<file path="src/rtl/cache_axi_pkg.sv">
// Shared types and AXI read constants for the cache read arbiter.
// Build option CACHE_ARB_RR_EN selects round-robin grant (see arb2).
package cache_axi_pkg;

    typedef enum logic [1:0] {
        S_IDLE = 2'd0,
        S_ADDR = 2'd1,
        S_DATA = 2'd2,
        S_RET  = 2'd3
    } state_e;

    typedef enum logic {
        OWN_I = 1'b0,
        OWN_D = 1'b1
    } owner_e;

    localparam logic [7:0] ARLEN_LINE  = 8'd3;
    localparam logic [7:0] ARLEN_WORD  = 8'd0;
    localparam logic [2:0] ARSIZE_WORD = 3'd2;
    localparam logic [1:0] BURST_INCR  = 2'b01;

endpackage

</file>
<file path="src/rtl/cache_rd_arbiter_arb2.sv">
// Two-way grant: fixed dcache priority, or round-robin when
// CACHE_ARB_RR_EN is defined. Bit 0 = icache, bit 1 = dcache.
module arb2 (
    input  logic       clk_g,
    input  logic       resetn,
    input  logic [1:0] i_req,
    input  logic       i_upd,
    output logic [1:0] o_gnt
);

`ifdef CACHE_ARB_RR_EN
    // Set when dcache won the last grant; reset favours dcache.
    logic r_last_d;

    always_ff @(posedge clk_g) begin
        if (!resetn) begin
            r_last_d <= 1'b0;
        end else if (i_upd) begin
            r_last_d <= o_gnt[1];
        end
    end

    always_comb begin
        o_gnt = 2'b00;
        if (i_req == 2'b11) begin
            o_gnt = r_last_d ? 2'b01 : 2'b10;
        end else if (i_req[1]) begin
            o_gnt = 2'b10;
        end else if (i_req[0]) begin
            o_gnt = 2'b01;
        end
    end
`else
    logic w_unused;

    assign w_unused = ^{clk_g, resetn, i_upd};
    assign o_gnt = i_req[1] ? 2'b10 : {1'b0, i_req[0]};
`endif

endmodule

</file>
<file path="src/rtl/cache_rd_arbiter.sv">
// Shares one AXI read channel between icache and dcache refills.
// Build option CACHE_ARB_RR_EN: round-robin instead of dcache priority.
module cache_rd_arbiter
    import cache_axi_pkg::*;
#(
    parameter logic [3:0] AXI_ID_I = 4'd0,
    parameter logic [3:0] AXI_ID_D = 4'd1
) (
    input  logic         clk_g,
    input  logic         resetn,
    input  logic         i_rd_req,
    input  logic         i_rd_uncache,
    input  logic [31:0]  i_rd_addr,
    output logic         i_rd_rdy,
    output logic         i_ret_valid,
    output logic [127:0] i_ret_data,
    input  logic         d_rd_req,
    input  logic         d_rd_uncache,
    input  logic [31:0]  d_rd_addr,
    output logic         d_rd_rdy,
    output logic         d_ret_valid,
    output logic [127:0] d_ret_data,
    output logic [3:0]   arid,
    output logic [31:0]  araddr,
    output logic [7:0]   arlen,
    output logic [2:0]   arsize,
    output logic [1:0]   arburst,
    output logic         arvalid,
    input  logic         arready,
    input  logic [3:0]   rid,
    input  logic [31:0]  rdata,
    input  logic [1:0]   rresp,
    input  logic         rlast,
    input  logic         rvalid,
    output logic         rready
);

    state_e       r_state;
    owner_e       r_owner;
    logic [31:0]  r_addr;
    logic         r_unc;
    logic [1:0]   r_beat;
    logic         r_done;
    logic [127:0] r_line;
    logic [127:0] r_i_data;
    logic [127:0] r_d_data;

    logic         w_idle;
    logic         w_addr;
    logic         w_data;
    logic         w_ret;
    logic [1:0]   w_req;
    logic [1:0]   w_gnt;
    logic [127:0] w_line_nxt;
    logic [127:0] w_line_fin;
    logic         w_unused;

    assign w_unused = ^{rid, rresp};

    assign w_idle = resetn && (r_state == S_IDLE);
    assign w_addr = resetn && (r_state == S_ADDR);
    assign w_data = resetn && (r_state == S_DATA);
    assign w_ret  = resetn && (r_state == S_RET);

    assign w_req = w_idle ? {d_rd_req, i_rd_req} : 2'b00;

    arb2 u_arb (
        .clk_g  (clk_g),
        .resetn (resetn),
        .i_req  (w_req),
        .i_upd  (|w_gnt),
        .o_gnt  (w_gnt)
    );

    assign i_rd_rdy = w_gnt[0];
    assign d_rd_rdy = w_gnt[1];

    assign arvalid = w_addr;
    assign arid    = !w_addr ? 4'd0
                   : (r_owner == OWN_D) ? AXI_ID_D : AXI_ID_I;
    assign araddr  = !w_addr ? 32'd0
                   : r_unc ? r_addr : {r_addr[31:4], 4'h0};
    assign arlen   = !w_addr ? 8'd0
                   : r_unc ? ARLEN_WORD : ARLEN_LINE;
    assign arsize  = w_addr ? ARSIZE_WORD : 3'd0;
    assign arburst = w_addr ? BURST_INCR : 2'b00;

    assign rready = w_data;

    assign i_ret_valid = w_ret && (r_owner == OWN_I);
    assign d_ret_valid = w_ret && (r_owner == OWN_D);
    assign i_ret_data  = r_i_data;
    assign d_ret_data  = r_d_data;

    // Uncached words land in the top slot; line beats fill upward.
    always_comb begin
        w_line_nxt = r_line;
        if (r_unc) begin
            w_line_nxt[127:96] = rdata;
        end else begin
            w_line_nxt[{r_beat, 5'd0} +: 32] = rdata;
        end
    end

    assign w_line_fin = r_done ? r_line : w_line_nxt;

    always_ff @(posedge clk_g) begin
        if (!resetn) begin
            r_state  <= S_IDLE;
            r_owner  <= OWN_I;
            r_addr   <= 32'd0;
            r_unc    <= 1'b0;
            r_beat   <= 2'd0;
            r_done   <= 1'b0;
            r_line   <= 128'd0;
            r_i_data <= 128'd0;
            r_d_data <= 128'd0;
        end else begin
            unique case (r_state)
                S_IDLE: begin
                    if (|w_gnt) begin
                        r_owner <= w_gnt[1] ? OWN_D : OWN_I;
                        r_addr  <= w_gnt[1] ? d_rd_addr : i_rd_addr;
                        r_unc   <= w_gnt[1] ? d_rd_uncache
                                            : i_rd_uncache;
                        r_state <= S_ADDR;
                    end
                end
                S_ADDR: begin
                    if (arready) begin
                        r_beat  <= 2'd0;
                        r_done  <= 1'b0;
                        r_line  <= 128'd0;
                        r_state <= S_DATA;
                    end
                end
                S_DATA: begin
                    if (rvalid) begin
                        if (!r_done) begin
                            r_line <= w_line_nxt;
                        end
                        r_beat <= r_beat + 2'd1;
                        if (r_unc || (r_beat == 2'd3)) begin
                            r_done <= 1'b1;
                        end
                        if (rlast) begin
                            if (r_owner == OWN_D) begin
                                r_d_data <= w_line_fin;
                            end else begin
                                r_i_data <= w_line_fin;
                            end
                            r_state <= S_RET;
                        end
                    end
                end
                S_RET: begin
                    r_state <= S_IDLE;
                end
                default: begin
                    r_state <= S_IDLE;
                end
            endcase
        end
    end

endmodule

</file>
<file path="config.mk">
export PLATFORM = sky130hd
export DESIGN_NAME = cache_rd_arbiter
export DESIGN_NICKNAME = d
export VERILOG_FILES = /design/src/rtl/cache_axi_pkg.sv /design/src/rtl/cache_rd_arbiter_arb2.sv /design/src/rtl/cache_rd_arbiter.sv
export SDC_FILE = /design/constraint.sdc
export NUM_CORES = 1
export LEC_CHECK = 0
export ABC_CLOCK_PERIOD_IN_PS = 3000
export BUFFER_PORTS_ARGS = -buffer_cell sky130_fd_sc_hd__buf_4
export CORE_ASPECT_RATIO = 2
export CORE_UTILIZATION = 30
export CTS_BUF_LIST = sky130_fd_sc_hd__clkbuf_8
export DETAILED_ROUTE_END_ITERATION = 8
export GPL_TIMING_DRIVEN = 0
export PLACE_DENSITY_LB_ADDON = 0.3
export SLEW_MARGIN = 40
export SYNTH_ARGS = -nofsm -noshare
export SYNTH_HDL_FRONTEND = slang
export SYNTH_HIERARCHICAL = 1
export SYNTH_SLANG_ARGS = --single-unit
export TNS_END_PERCENT = 1
</file>
<file path="constraint.sdc">
create_clock -name clk_g -period 3 [get_ports clk_g]
set_input_delay 0.15 -clock clk_g [delete_from_list [all_inputs] [get_ports clk_g]]
set_output_delay 0.15 -clock clk_g [all_outputs]
set_load 0.02 [all_outputs]
</file>
==> results by group, run 1 <==
Status
  • Status: complete, no violations

Timing
  • Total negative setup slack: 0 ns
  • Worst rel slew slack: 40.4%
  • Final Hold Fails: 0
  • Clk_skew: about 0.031 ns
  • Tightest Pin Transition: between 0.8 and 0.9 ns
  • Post-route clock period utilization: ~94%
  • Fmax: about 350 MHz
  • Max-slew violation count: 0
  • RSZ-0062 raised after global routing: false
  • Final setup vio count: 0
  • Fin crit period: 2.83 ns

Route
  • Vias post-DR: 17400
  • Routed Antenna Nets: 0
  • Detailed-route DRC error count: 0
  • Drt first pass iters: 7
  • WL final: around 76000 um
  • Via density: 5.36
  • Initial DRC count: around 1200
  • Avg WL per Cell: 23.4 um

Critical path
  • Crit-path slowest cell: dlygate4sd3_1
  • Critical Path End Type: flop
  • Crit-path max cell delay: 0.60 ns
  • Critical path cell sequence: inv_1 > ha_1 > and3_1 > buf_4 > buf_2 > buf_2 > mux2i_1 > dlygate4sd3_1 > nand2_1 > o211a_1
  • CP arrival: around 3.4 ns
  • Crit Path Category: reg2reg
  • Register-to-register setup slack: around 0.17 ns
  • Cell mode on critical path: buf_2
  • WP data required: approximately 3.6 ns
  • Max FO, Critical Path: 10
  • Critical Path Source Type: flop

Synthesis
  • Synth Register Bits: about 420
  • Post-Syn Area: 17400 um^2
  • Post-synth cell types: 40
  • Mapped Cells: around 1900
  • Sequential share of the synthesized area: 48.7%
  • Yosys warnings: 6
  • Asr flop ratio synth: 0%
  • Avg Inst Size Synth: ~9.1 um^2
  • Post-synth EDFFs: 0
  • Most used DFF post-synth: dfxtp_1

Floorplan
  • Total die area: a little under 60000 um^2
  • Initial core utilization: a little under a third
  • Io pins: approximately 420
  • DIE HEIGHT: between 300 and 400 um
  • Num rows: 124
  • Die Wd: ~170 um
  • Core Box Area: between 50000 and 60000 um^2

Run
  • Max Cap Violations: 0

Global routing
  • Met2 Resource Use GR: between 40 and 50%
  • Largest net degree at the start of global routing: 16
  • Grt met3 use: roughly 4.6%
  • Initial antenna violation count: 8
  • Met1 global-route usage: approximately 28%
  • Number of global-route vias before repair: roughly 17000
  • First-pass GRT wire length: 110000 um
  • Most Used Layer, Global Route: met2
  • Overflow after GRT: 0
  • Total track usage: 25.3%

Power and ir drop
  • Pwr Total: 15.2 mW
  • Power per cell area: ~650 nW/um^2
  • Peak VDD IR: between 0.0003 and 0.0004 V
  • P_leak: 10.4 nW

Min path
  • Hold crit path type: in2reg

Layout
  • Share of layout cells above drive strength 1: around a quarter
  • Most common cell after layout, fill and taps aside: dfxtp_1
  • Final net count: 2549
  • Area grow syn2layout: 34.6%
  • Design Area, Final: between 20000 and 25000 um^2
  • Commonest non-fill, non-tap cells in the layout: 423 x dfxtp_1, 393 x buf_4, 262 x o21ai_0

Clock network
  • Sink Count: 423
  • CTS tree: done
  • Clock Pin Slew Worst Setup and Hold Paths: roughly 0.07 ns
  • Root Buffer: clkbuf_8
  • Post-CTS Setup Bufs: 0
  • H-tree depth: 2
  • Bufs on Longest Clock Path: 3
  • CTS Buf Count: just over 60
  • Worst skew pair latency: between 0.6 and 0.7 ns

Placement
  • Post-DP HPWL: 56800 um
  • GPL Wtd Cong: a little under 0.9
  • Buffers on Ports: roughly 370
  • Placed Area: ~21000 um^2
-- routing by layer --
layer	wire [um]	vias up	share of wire (%)
met5	0	-	0
met4	4510	0	5.9
met3	4790	199	6.3
met1	28500	8447	38
met2	38100	717	50
li1	-	8015	-
-- kinds of logic (layout without fill, tap and decap cells) --
kind of cell	Yosys count	count (layout)	synth area share, %
compound gates	630	630	25.9
mux	68	68	4.15
simple gates	521	521	14.2
other cells	1	18	0.0216
flops	423	423	48.7
fa+ha+maj	10	10	0.720
buf+inv	253	814	6.38
-- cells in the mapped netlist (3+ instances only) --
cell type  count  area (um^2)
nor3b_1       35          263
buf_1         10         37.5
a32o_1       129         1290
a21oi_1       19         95.1
a31oi_1       64          400
nand2_1      106          398
nor2b_1       59          369
o21ai_1        4         20.0
nand2b_1       3         18.8
a311oi_1     114          998
and2_1         8         50.1
ha_1          10          125
and3_1        39          244
clkbuf_1     146          548
buf_2         67          335
mux2_2        33          372
nor3b_2        4         50.1
dfxtp_1      423         8470
buf_4         20          150
o211a_1       33          330
inv_1          8         30.0
o21ai_0      262         1310
mux2i_1       35          350
nor2_1       254          953
nand3_1        3         15.0
-- final timing paths --
check | end | cells after the start | start
worst max-delay path | r_addr[6]$_SDFFE_PN0P_ | 10 | r_state[0]$_SDFFE_PN0P_
worst min-delay path | d_ret_data[97]$_SDFFE_PN0P_ | 3 | rdata[1]
worst max register to register | r_addr[6]$_SDFFE_PN0P_ | 10 | r_state[0]$_SDFFE_PN0P_
worst min register to register | r_line[22]$_SDFFE_PN0P_ | 1 | r_line[22]$_SDFFE_PN0P_
-- sequential cells by signal (all words and copies together) (netlist names) --
signal	cells
r_done	1
r_unc	1
r_line	128
r_state	2
d_ret_data	128
i_ret_data	128
r_addr	32
r_beat	2
r_owner	1
-- report_power, final --
group	switching (mW)	total [mW]	internal [mW]
Combinational	2.35	3.71	1.36
Clock	2.37	5.31	2.94
Sequential	0.231	6.22	5.99
-- layout make-up --
| cell class | count | area, um^2 |
|---|---|---|
| Tap cell | 756 | 946 |
| Inverter | 10 | 37.5 |
| Timing Repair Buffer | 448 | 3550 |
| Fill cell | 5739 | 33800 |
| Clock buffer | 81 | 1110 |
| Multi-Input combinational cell | 1241 | 7850 |
| Sequential cell | 423 | 8470 |
| Buffer | 243 | 1110 |
| Clock inverter | 32 | 309 |
| Antenna cell | 6 | 15.0 |
-- per-stage QoR --
stage / util [%] / worst slack (ns) / instances / hold slack, ns
final: 40.9 / 0.168 / 3240 / 0.0561
after global routing: 40.9 / 0.00796 / 3240 / 0.0525
after CTS: 40.8 / 0.114 / 3230 / 0.0181
after detailed placement: 37.0 / -0.292 / 3045 / 0.447
after global placement: 37.0 / -0.244 / 3044 / 0.439
after floorplan: - / 0.600 / 1917 / 0.304
-- what timing repair did --
item,in CTS,in global routing
gates resized for setup,0,4
hold buffers,72,2
setup endpoints to repair,0,13
endpoints found under the hold margin,45,2
-- critical path, delay by kind of cell (launching register included) --
kind,cells,cell delay [ns]
simple gates,2,0.32
flops,1,0.35
mux,1,0.26
compound gates,1,0.15
fa+ha+maj,1,0.28
buf+inv,5,1.35
Note: power is estimated with default switching activity, not from simulation.
==> run 2, diff against run 1 <==
--- a/config.mk
+++ b/config.mk
@@ -5,6 +5,7 @@
 export SDC_FILE = /design/constraint.sdc
 export NUM_CORES = 1
 export LEC_CHECK = 0
+export ABC_AREA = 1
 export ABC_CLOCK_PERIOD_IN_PS = 3000
 export BUFFER_PORTS_ARGS = -buffer_cell sky130_fd_sc_hd__buf_4
 export CORE_ASPECT_RATIO = 2
@@ -13,7 +14,7 @@
 export DETAILED_ROUTE_END_ITERATION = 8
 export GPL_TIMING_DRIVEN = 0
 export PLACE_DENSITY_LB_ADDON = 0.3
-export SLEW_MARGIN = 40
+export SLEW_MARGIN = 10
 export SYNTH_ARGS = -nofsm -noshare
 export SYNTH_HDL_FRONTEND = slang
 export SYNTH_HIERARCHICAL = 1
==> run 2 against run 1 <==
Against the previous run:
- utilization about the same
- synthesized cell count is 41% higher
- power rose by 14%
- die area grew 5.8%
- clock power decreased by 4.5%
- combinational power rose by 56%
- area after synthesis is 5.8% higher
- global-route usage is 0.49 points lower
- register-to-register slack worse by 0.11 ns
- design area up 5.9%
- final cell count rose by 26%
- first-iteration DRC count down 1.1%
- critical path type unchanged
- largest power group unchanged
==> results by group, run 2 <==
Min path
  • Hold crit path type: in2reg

Synthesis
  • Largest family of logic cells by synthesized area: simple AND/OR/NAND/NOR gates
  • Synth Area in Simple Gates: 22.6%
  • Avg Inst Size Synth: between 6 and 7 um^2
  • Synth area leaders: dfxtp_1 46%, nand2_1 9.3%, nor2_1 9.1%
  • Post-Syn Area: 18400 um^2
  • Most used DFF post-synth: dfxtp_1
  • Synth cell count leaders: 458 x nand2_1, 445 x nor2_1, 423 x dfxtp_1, 321 x o21ai_0, 275 x inv_1
  • Post-synth cell types: 27
  • Asr flop ratio synth: 0%
  • Synth area leader: dfxtp_1
  • Mux contribution to synthesized area: 0%
  • Most common cell in the netlist: nand2_1
  • Yosys warnings: 6
  • Post-synthesis adder-cell area fraction: less than 1%
  • Sequential share of the synthesized area: 46.0%
  • Post-synthesis xor/xnor area fraction: 0%
  • Post-synth EDFFs: 0
  • Synth Area in Compound Gates: 19.5%
  • Share of the synthesized area in the top cell type: 46.0%
  • Synth Register Bits: 423
  • Mapped Cells: 2679

Floorplan
  • DIE HEIGHT: 352 um
  • Die Wd: between 150 and 200 um
  • Io pins: ~420
  • Total die area: ~62000 um^2
  • Initial core utilization: 30.3%
  • Core Box Area: 60700 um^2
  • Num rows: about 130

Clock network
  • CTS tree: done
  • Bufs on Longest Clock Path: 3
  • H-tree depth: 3
  • Sink Count: ~420
  • CTS Buf Count: 66
  • Root Buffer: clkbuf_8
  • Worst skew pair latency: 0.68 ns
  • Clock Pin Slew Worst Setup and Hold Paths: 0.06 ns

Timing
  • Max-slew violation count: 0
  • RSZ-0062 raised after global routing: true
  • Final setup vio count: 0
  • Fmax: around 340 MHz
  • Tightest Pin Transition: 1.24 ns
  • Worst rel slew slack: between 10% and 20%
  • WHS: 0.107 ns
  • Clk_skew: around 0.031 ns
  • Fin crit period: 2.94 ns
  • Total negative setup slack: 0 ns
  • Final Hold Fails: 0
  • Post-route clock period utilization: approximately 98%

Global routing
  • Total track usage: between 20% and 30%
  • Met1 global-route usage: approximately a quarter
  • Largest net degree at the start of global routing: 11
  • Initial antenna violation count: 1
  • Most Used Layer, Global Route: met2
  • First-pass GRT wire length: roughly 120000 um
  • Number of global-route vias before repair: roughly 19000
  • Grt met3 use: under 10%
  • Overflow after GRT: 0
  • Met2 Resource Use GR: a little under half

Route
  • Detailed-route DRC error count: 0
  • Routed Antenna Nets: 0
  • Initial DRC count: 1230
  • Vias post-DR: between 15000 and 20000
  • Drt first pass iters: 6
  • Via density: 4.88
  • WL final: between 70000 and 80000 um
  • Avg WL per Cell: 19.3 um

Layout
  • Design Area, Final: 24800 um^2
  • Share of layout cells above drive strength 1: about a fifth
  • FILL cells: between 6000 and 7000
  • Most common cell after layout, fill and taps aside: nand2_1
  • Commonest non-fill, non-tap cells in the layout: 455 x nand2_1, 445 x nor2_1, 423 x dfxtp_1
  • Final net count: roughly 3400
  • Area grow syn2layout: 34.8%
  • Footprint of the multi-input gates: 7950 um^2
  • Register area: ~8500 um^2

Critical path
  • Crit Path Category: reg2reg
  • WP data required: between 3 and 4 ns
  • Critical Path End Type: flop
  • Critical Path Source Type: flop
  • Max FO, Critical Path: 10
  • CP arrival: about 3.5 ns

Run
  • Max Cap Violations: 0

Placement
  • Buffers on Ports: 402
  • GPL Wtd Cong: roughly 1
  • Post-DP HPWL: roughly 60000 um
  • Placed Area: approximately 22000 um^2

Status
  • Status: complete, no violations

Power and ir drop
  • Power per cell area: approximately 700 nW/um^2
  • Peak VDD IR: approximately 0.00054 V
  • P_leak: around 12 nW
  • Pwr Total: 17.3 mW
==> run 2: changes by cell type in the layout (fill, tap and decap cells not counted), moves of 35 or more <==
cell | before | now
a21oi_1 | 19 | 220
a311oi_1 | 114 | 0
a32o_1 | 129 | 0
and3_1 | 39 | 0
inv_1 | 19 | 298
mux2i_1 | 35 | 0
nand2_1 | 106 | 455
nand3_1 | 3 | 126
nor2_1 | 254 | 445
nor2b_1 | 59 | 0
nor3b_1 | 35 | 0
o21ai_0 | 262 | 307
o21ai_1 | 4 | 110
==> run 2: kinds of logic (layout without fill, tap and decap cells) <==
group,Yosys count,count (layout)
flip-flops,423,423
AND/OR/NAND/NOR,1044,1044
adder cells (fa/ha/maj),10,10
other,1,13
buffers and inverters,500,1117
AO/OA/AOI/OAI,701,701
==> run 2: worst max-delay path, stage by stage, from the launching register on <==
cell and delay [ns]:
dfxtp_1 0.41, buf_2 0.27, clkbuf_4 0.26, inv_1 0.10, ha_1 0.30, buf_4 0.18
inv_1 0.09, nand2_1 0.24, clkbuf_2 0.29, o21ai_0 0.28, nand2_1 0.25, a21oi_1 0.19
==> run 2: final cells by class <==
class | count | area share [%]
Buffer | 214 | 3.98
Clock inverter | 36 | 0.873
Sequential cell | 423 | 34.2
Multi-Input combinational cell | 1767 | 32.1
Inverter | 285 | 4.32
Clock buffer | 81 | 4.50
Timing Repair Buffer | 501 | 16.2
Tap cell | 780 | 3.94
Antenna cell | 1 | 0.0101
==> run 2: per-stage QoR <==
step           setup WS, ns  std cells  utilization (%)
3_5_place_dp         -0.277       3872             37.0
3_3_place_gp         -0.287       3872             37.0
2_1_floorplan         0.707       2690                -
4_1_cts             0.00427       4088             40.8
5_1_grt            -0.00461       4088             40.9
6_report             0.0550       4088             40.9
==> run 2: repair_timing <==
action / in CTS / in global routing
setup buffers: 0 / 0
hold endpoints to repair: 111 / 0
endpoints found under the setup margin: 287 / 225
gates cloned: 0 / 0
resized for setup: 9 / 29
hold buffers: 99 / 0
==> run 2: power breakdown <==
part	internal [mW]	switching, mW	leakage, nW
clock	2.56	2.51	0.767
combinational	1.67	4.14	7.58
sequential	6.15	0.332	3.42
==> run 2: path summary, 6_finish.rpt <==
path	startpoint	depth (start not counted)	slack, ns	endpoint
setup / recovery	r_beat[0]$_SDFFE_PN0P_	11	0.06	i_ret_data[126]$_SDFFE_PN0P_
hold / removal	rvalid	4	0.11	r_beat[0]$_SDFFE_PN0P_
setup reg to reg	r_beat[0]$_SDFFE_PN0P_	11	0.06	i_ret_data[126]$_SDFFE_PN0P_
hold reg to reg	r_line[15]$_SDFFE_PN0P_	2	0.46	r_line[15]$_SDFFE_PN0P_
==> run 2: metal layers <==
layer	vias up	routed length (um)
met5	-	0
li1	9713	-
met2	779	40800
met1	9214	27200
met4	0	5820
met3	226	5300
